`src/rtl/alu_sequencer.sv`:
```
// Instruction sequencer for the 16-bit ALU: decodes one instruction per handshake,
// reads operands from an 8x16 register file, writes results back and keeps Z/N/C flags.
module alu_sequencer #(
  parameter int unsigned MUL_CYCLES = 2
) (
  input  logic        clk,
  input  logic        rst_n,
  input  logic        instr_valid,
  output logic        instr_ready,
  input  logic [15:0] instr,
  output logic [15:0] alu_a,
  output logic [15:0] alu_b,
  output logic [4:0]  alu_op,
  output logic        alu_ci,
  input  logic [15:0] alu_y,
  input  logic        alu_carry,
  output logic        flag_zero,
  output logic        flag_neg,
  output logic        flag_carry,
  output logic        busy,
  output logic        done,
  input  logic [2:0]  dbg_addr,
  output logic [15:0] dbg_data
);

  typedef enum logic [1:0] {StIdle, StExec, StDone} state_e;

  state_e      state_q, state_d;
  logic [15:0] ir_q, ir_d;
  logic [3:0]  cnt_q, cnt_d;
  logic [15:0] regs_q [8];
  logic        zero_q, neg_q, carry_q;

  logic [3:0]  func;
  logic [2:0]  rd, rs;
  logic        is_alu, is_ldi, is_carry_op, last_exec, wr_en;

  assign func = ir_q[15:12];
  assign rd   = ir_q[10:8];
  assign rs   = ir_q[7:5];

  assign is_alu      = (func != 4'd14) && (func != 4'd15);
  assign is_ldi      = (func == 4'd14);
  assign is_carry_op = (func == 4'd1) || (func == 4'd2) || (func == 4'd8) ||
                       (func == 4'd9) || (func == 4'd10);
  // Multiply holds EXEC for MUL_CYCLES cycles; everything else retires after one.
  assign last_exec   = (func != 4'd13) || (cnt_q >= 4'(MUL_CYCLES - 1));
  assign wr_en       = (state_q == StExec) && last_exec;

  always_comb begin
    state_d = state_q;
    ir_d    = ir_q;
    cnt_d   = cnt_q;
    alu_a   = '0;
    alu_b   = '0;
    alu_op  = '0;
    unique case (state_q)
      StIdle: begin
        if (instr_valid) begin
          ir_d    = instr;
          cnt_d   = '0;
          state_d = StExec;
        end
      end
      StExec: begin
        if (is_alu) begin
          alu_a  = regs_q[rd];
          alu_b  = regs_q[rs];
          alu_op = {ir_q[11] & carry_q, func};
        end
        if (last_exec) begin
          state_d = StDone;
        end else begin
          cnt_d = cnt_q + 4'd1;
        end
      end
      StDone:  state_d = StIdle;
      default: state_d = StIdle;
    endcase
  end

  always_ff @(posedge clk or negedge rst_n) begin
    if (!rst_n) begin
      state_q <= StIdle;
      ir_q    <= '0;
      cnt_q   <= '0;
    end else begin
      state_q <= state_d;
      ir_q    <= ir_d;
      cnt_q   <= cnt_d;
    end
  end

  always_ff @(posedge clk or negedge rst_n) begin
    if (!rst_n) begin
      for (int i = 0; i < 8; i++) begin
        regs_q[i] <= '0;
      end
      zero_q  <= 1'b0;
      neg_q   <= 1'b0;
      carry_q <= 1'b0;
    end else if (wr_en) begin
      if (is_alu) begin
        regs_q[rd] <= alu_y;
        zero_q     <= (alu_y == 16'h0000);
        neg_q      <= alu_y[15];
        if (is_carry_op) begin
          carry_q <= alu_carry;
        end
      end else if (is_ldi) begin
        regs_q[rd] <= {{8{ir_q[7]}}, ir_q[7:0]};
      end
    end
  end

  assign instr_ready = (state_q == StIdle);
  assign busy        = (state_q != StIdle);
  assign done        = (state_q == StDone);
  assign alu_ci      = carry_q;
  assign flag_zero   = zero_q;
  assign flag_neg    = neg_q;
  assign flag_carry  = carry_q;
  assign dbg_data    = regs_q[dbg_addr];

endmodule

```
`config.mk`:
```
export PLATFORM = sky130hd
export DESIGN_NAME = alu_sequencer
export DESIGN_NICKNAME = d
export VERILOG_FILES = /design/src/rtl/alu_sequencer.sv
export SDC_FILE = /design/constraint.sdc
export NUM_CORES = 1
export LEC_CHECK = 0
export BUFFER_PORTS_ARGS = -buffer_cell sky130_fd_sc_hd__buf_4
export CORE_MARGIN = 2
export CORE_UTILIZATION = 35
export DETAILED_ROUTE_END_ITERATION = 8
export PLACE_DENSITY = 0.49
export SETUP_SLACK_MARGIN = 0.5
export SLEW_MARGIN = 20
export SYNTH_ARGS = -nofsm -noshare
export SYNTH_HDL_FRONTEND = slang
export SYNTH_SLANG_ARGS = --single-unit
```
`constraint.sdc`:
```
create_clock -name clk -period 3.99 [get_ports clk]
set_clock_uncertainty 0.2 [all_clocks]
set_input_delay 0.399 -clock clk [delete_from_list [all_inputs] [get_ports clk]]
set_output_delay 0.399 -clock clk [all_outputs]
set_load 0.02 [all_outputs]
```
==> summary.txt <==
Critical path
  – Critical path capture point type: output port
  – Crit path max fanout: 10
  – R2R Setup Slk: 1.34 ns
  – CP required: between 3 and 4 ns
  – CP Launch Type: flip-flop
  – Setup CP Type: reg -> out
  – Arr. time, crit path: 2.64 ns

Detailed routing
  – Routed WL: 29000 um
  – DR vias: 6515
  – Pre-Repair DR Iteration Count: 5
  – Detailed Route Iter0 Violations: 576
  – Drt drc: 0
  – ANT nets after route: 0
  – WL/cell: 26.3 um
  – Vias/cell: 5.91

Place
  – IO buf count: 98
  – Setup WS pre-CTS: 1.22 ns
  – Post-detail-place hpwl: roughly 18000 um
  – Placed Cells: 1054
  – GPL Wtd Cong: 0.812

Pwr
  – Maximum vdd drop: 0.366 mV
  – Power Density: 880 mW/mm2
  – Sw frac: between 30% and 40%
  – Sw Pwr: between 3 and 4 mW
  – Pwr Total: a little under 10 mW
  – Part of the power in combinational logic: 51.3%
  – Register share of total power: 31.6%
  – P_int: 5.89 mW
  – Clock share of power: ~17%
  – LEAKAGE: ~4.7 nW

Floorplan
  – Die Height: 166 um
  – Core area: 0.0260 mm2
  – Die area: 0.0277 mm2
  – Initial core utilization: 35.5%
  – Chip Width: 166 um
  – FP Rows: a little under 60
  – I/O Pins: 99

STA
  – TNS Setup: 0 ns
  – Final setup fails: 0
  – Worst-Margin Slew: 0.902 ns
  – Minimum clock period: around 3.2 ns
  – Pins Over Slew Limit: 0
  – Period utilization: 81.2%
  – Final hold slack: just over 0.02 ns
  – F_max: 0.309 GHz
  – Final worst slack: 0.750 ns
  – Unrepaired setup endpoints after global routing: false
  – Rel. slew slack: 39.9%
  – Final Hold Viols: 0

Clocking
  – CTS buffer count: 17
  – Clk_lat worst skew: 0.42 ns
  – Clock edge transition at the registers on the reported setup and hold paths: roughly 0.060 ns
  – Clock Sinks: approximately 150
  – Max Buffers Root-to-Sink: 2
  – Post-CTS Setup Bufs: 0
  – H-tree depth: 4
  – CTS tree: done
  – Clk root buf: clkbuf_16

Final layout
  – Most frequent cells in the layout: dfrtp_1, buf_4, mux2_2, mux2_4, mux4_2
  – Most common cell after layout, fill and taps aside: dfrtp_1
  – Share of layout cells above drive strength 1: 51.9%
  – Diodes inserted: 0
  – Layout net count: 796
  – Fillers: 2394
  – Non-filler cells in the finished layout: 1102
  – Syn-to-layout area delta: 19.7%
  – Register Area: 0.00383 mm2
  – Area of the multi-input gates: 0.00508 mm2

GRT
  – Global-route wire length before repair: 44200 um
  – Initial antenna violation count: 0
  – GRT Util Overall: a little over a fifth
  – Total grt overflow: 0
  – Largest net degree at the start of global routing: 92
  – Vias in the first global route: 6952

Logic synthesis
  – Register area share after synthesis: 41.5%
  – Synthesized Nets: 687
  – Cells after Synth: 645
  – Leading area contributor after synthesis: dfrtp_1
  – Area share of the largest cell type after synthesis: about two fifths
  – YS warnings: 0
  – Cell variety after synth: 44
  – Synthesized flop and latch total: 153
  – Avg Cell Area, Syn: around 14 um2
  – Syn Std Cell Area: 0.00923 mm2
  – Top cells by area, synth: dfrtp_1, mux4_2, mux2_4

Outcome
  – Run status: complete, no violations

Job
  – Maxcap violations: 0

Hold path
  – Worst Hold Class: in -> reg
## synthesized netlist by cell type
| library cell | number |
|---|---|
| buf_1 | 4 |
| o2bb2ai_1 | 1 |
| and2b_1 | 1 |
| nand3_4 | 8 |
| ha_1 | 3 |
| nand2_1 | 43 |
| buf_4 | 1 |
| mux2i_1 | 16 |
| a221oi_1 | 16 |
| a22o_1 | 16 |
| clkbuf_1 | 16 |
| a22oi_1 | 32 |
| buf_12 | 1 |
| nor2_2 | 2 |
| nand2b_1 | 1 |
| nor4_1 | 4 |
| and2_1 | 2 |
| nor3b_4 | 1 |
| a21oi_1 | 1 |
| buf_2 | 19 |
| nor3_2 | 1 |
| inv_1 | 3 |
| dfrtp_1 | 153 |
| a21o_1 | 1 |
| nor3b_2 | 2 |
| o21ai_0 | 4 |
| and3_1 | 7 |
| a31oi_1 | 17 |
| a21boi_4 | 1 |
| mux4_2 | 64 |
| nor4b_2 | 1 |
| mux2_2 | 82 |
| nand3_1 | 2 |
| buf_6 | 10 |
| nand2_2 | 1 |
| mux2_4 | 80 |
| nor2_1 | 20 |
| and3b_1 | 1 |
| nand4b_1 | 1 |
| nor2b_1 | 2 |
| and2_0 | 1 |
| nand4_1 | 1 |
| and4b_1 | 1 |
| o311ai_0 | 1 |
## flip-flops by register name, summed over array words and instances (netlist names)
register / flops
cnt_q: 4
flag_zero: 1
state_q: 2
ir_q: 16
regs_q: 128
flag_neg: 1
alu_ci: 1
## worst paths after layout
check,startpoint,end,depth (start not counted)
setup / recovery,ir_q[10],alu_a[12],6
hold / removal,instr[4],ir_q[4],2
hold reg to reg,ir_q[6],ir_q[6],1
max in group asynchronous,rst_n,regs_q[109],3
setup reg to reg,cnt_q[1],regs_q[89],6
min in group asynchronous,rst_n,regs_q[42],2
## critical path, cell delays in order, from the launching register on
cell,delay [ns]
dfrtp_1,0.54
nand2_1,0.11
nor2_2,0.57
buf_4,0.37
a22oi_1,0.11
a31oi_1,0.31
buf_4,0.20
## logic make-up (layout without fill, tap and decap cells)
kind of cell    count (synthesis)  in the layout  share of synthesized area [%]
compound gates                 90             90                           7.54
fa+ha+maj                       3              3                          0.407
buf+inv                        54            176                           3.48
flops                         153            153                           41.5
mux                           242            242                           40.4
simple gates                  103            103                           6.74
## metrics by stage
stage	cell area (um2)	util (%)
after floorplan	9230	-
after global placement	10300	39.6
after detailed placement	10300	39.6
after CTS	11000	42.5
after global routing	11100	42.5
final	11100	42.5
## layer usage
layer	wire [um]	share of wire, %	GRT usage [%]	vias to the layer above
met1	12200	42	27.6	3436
li1	-	-	-	2750
met2	14400	50	35.7	285
met3	1690	5.8	4.27	44
met4	620	2.1	6.26	0
met5	0	0	0	-
## area by class of cell
class | instances | area share (%)
Inverter | 3 | 0.102
Sequential cell | 153 | 34.7
Multi-Input combinational cell | 438 | 46.0
Tap cell | 335 | 3.79
Clock inverter | 11 | 1.31
Timing Repair Buffer | 141 | 10.1
Clock buffer | 21 | 4.08
## power by group through the flow
stage	clock network, mW	registers, mW	logic, mW
finish	1.66	3.07	4.99
global route	1.77	3.18	5.31
CTS	1.69	3.05	5.03
detailed placement	0	3.07	5.00
global placement	0	3.03	4.93
floorplan	0	2.74	3.69
## what timing repair did
item | 4_1_cts | 5_1_grt
gates resized for setup | 0 | 0
hold buffers | 15 | 1
hold endpoints to repair | 102 | 1
Note: power is estimated with default switching activity, not from simulation.
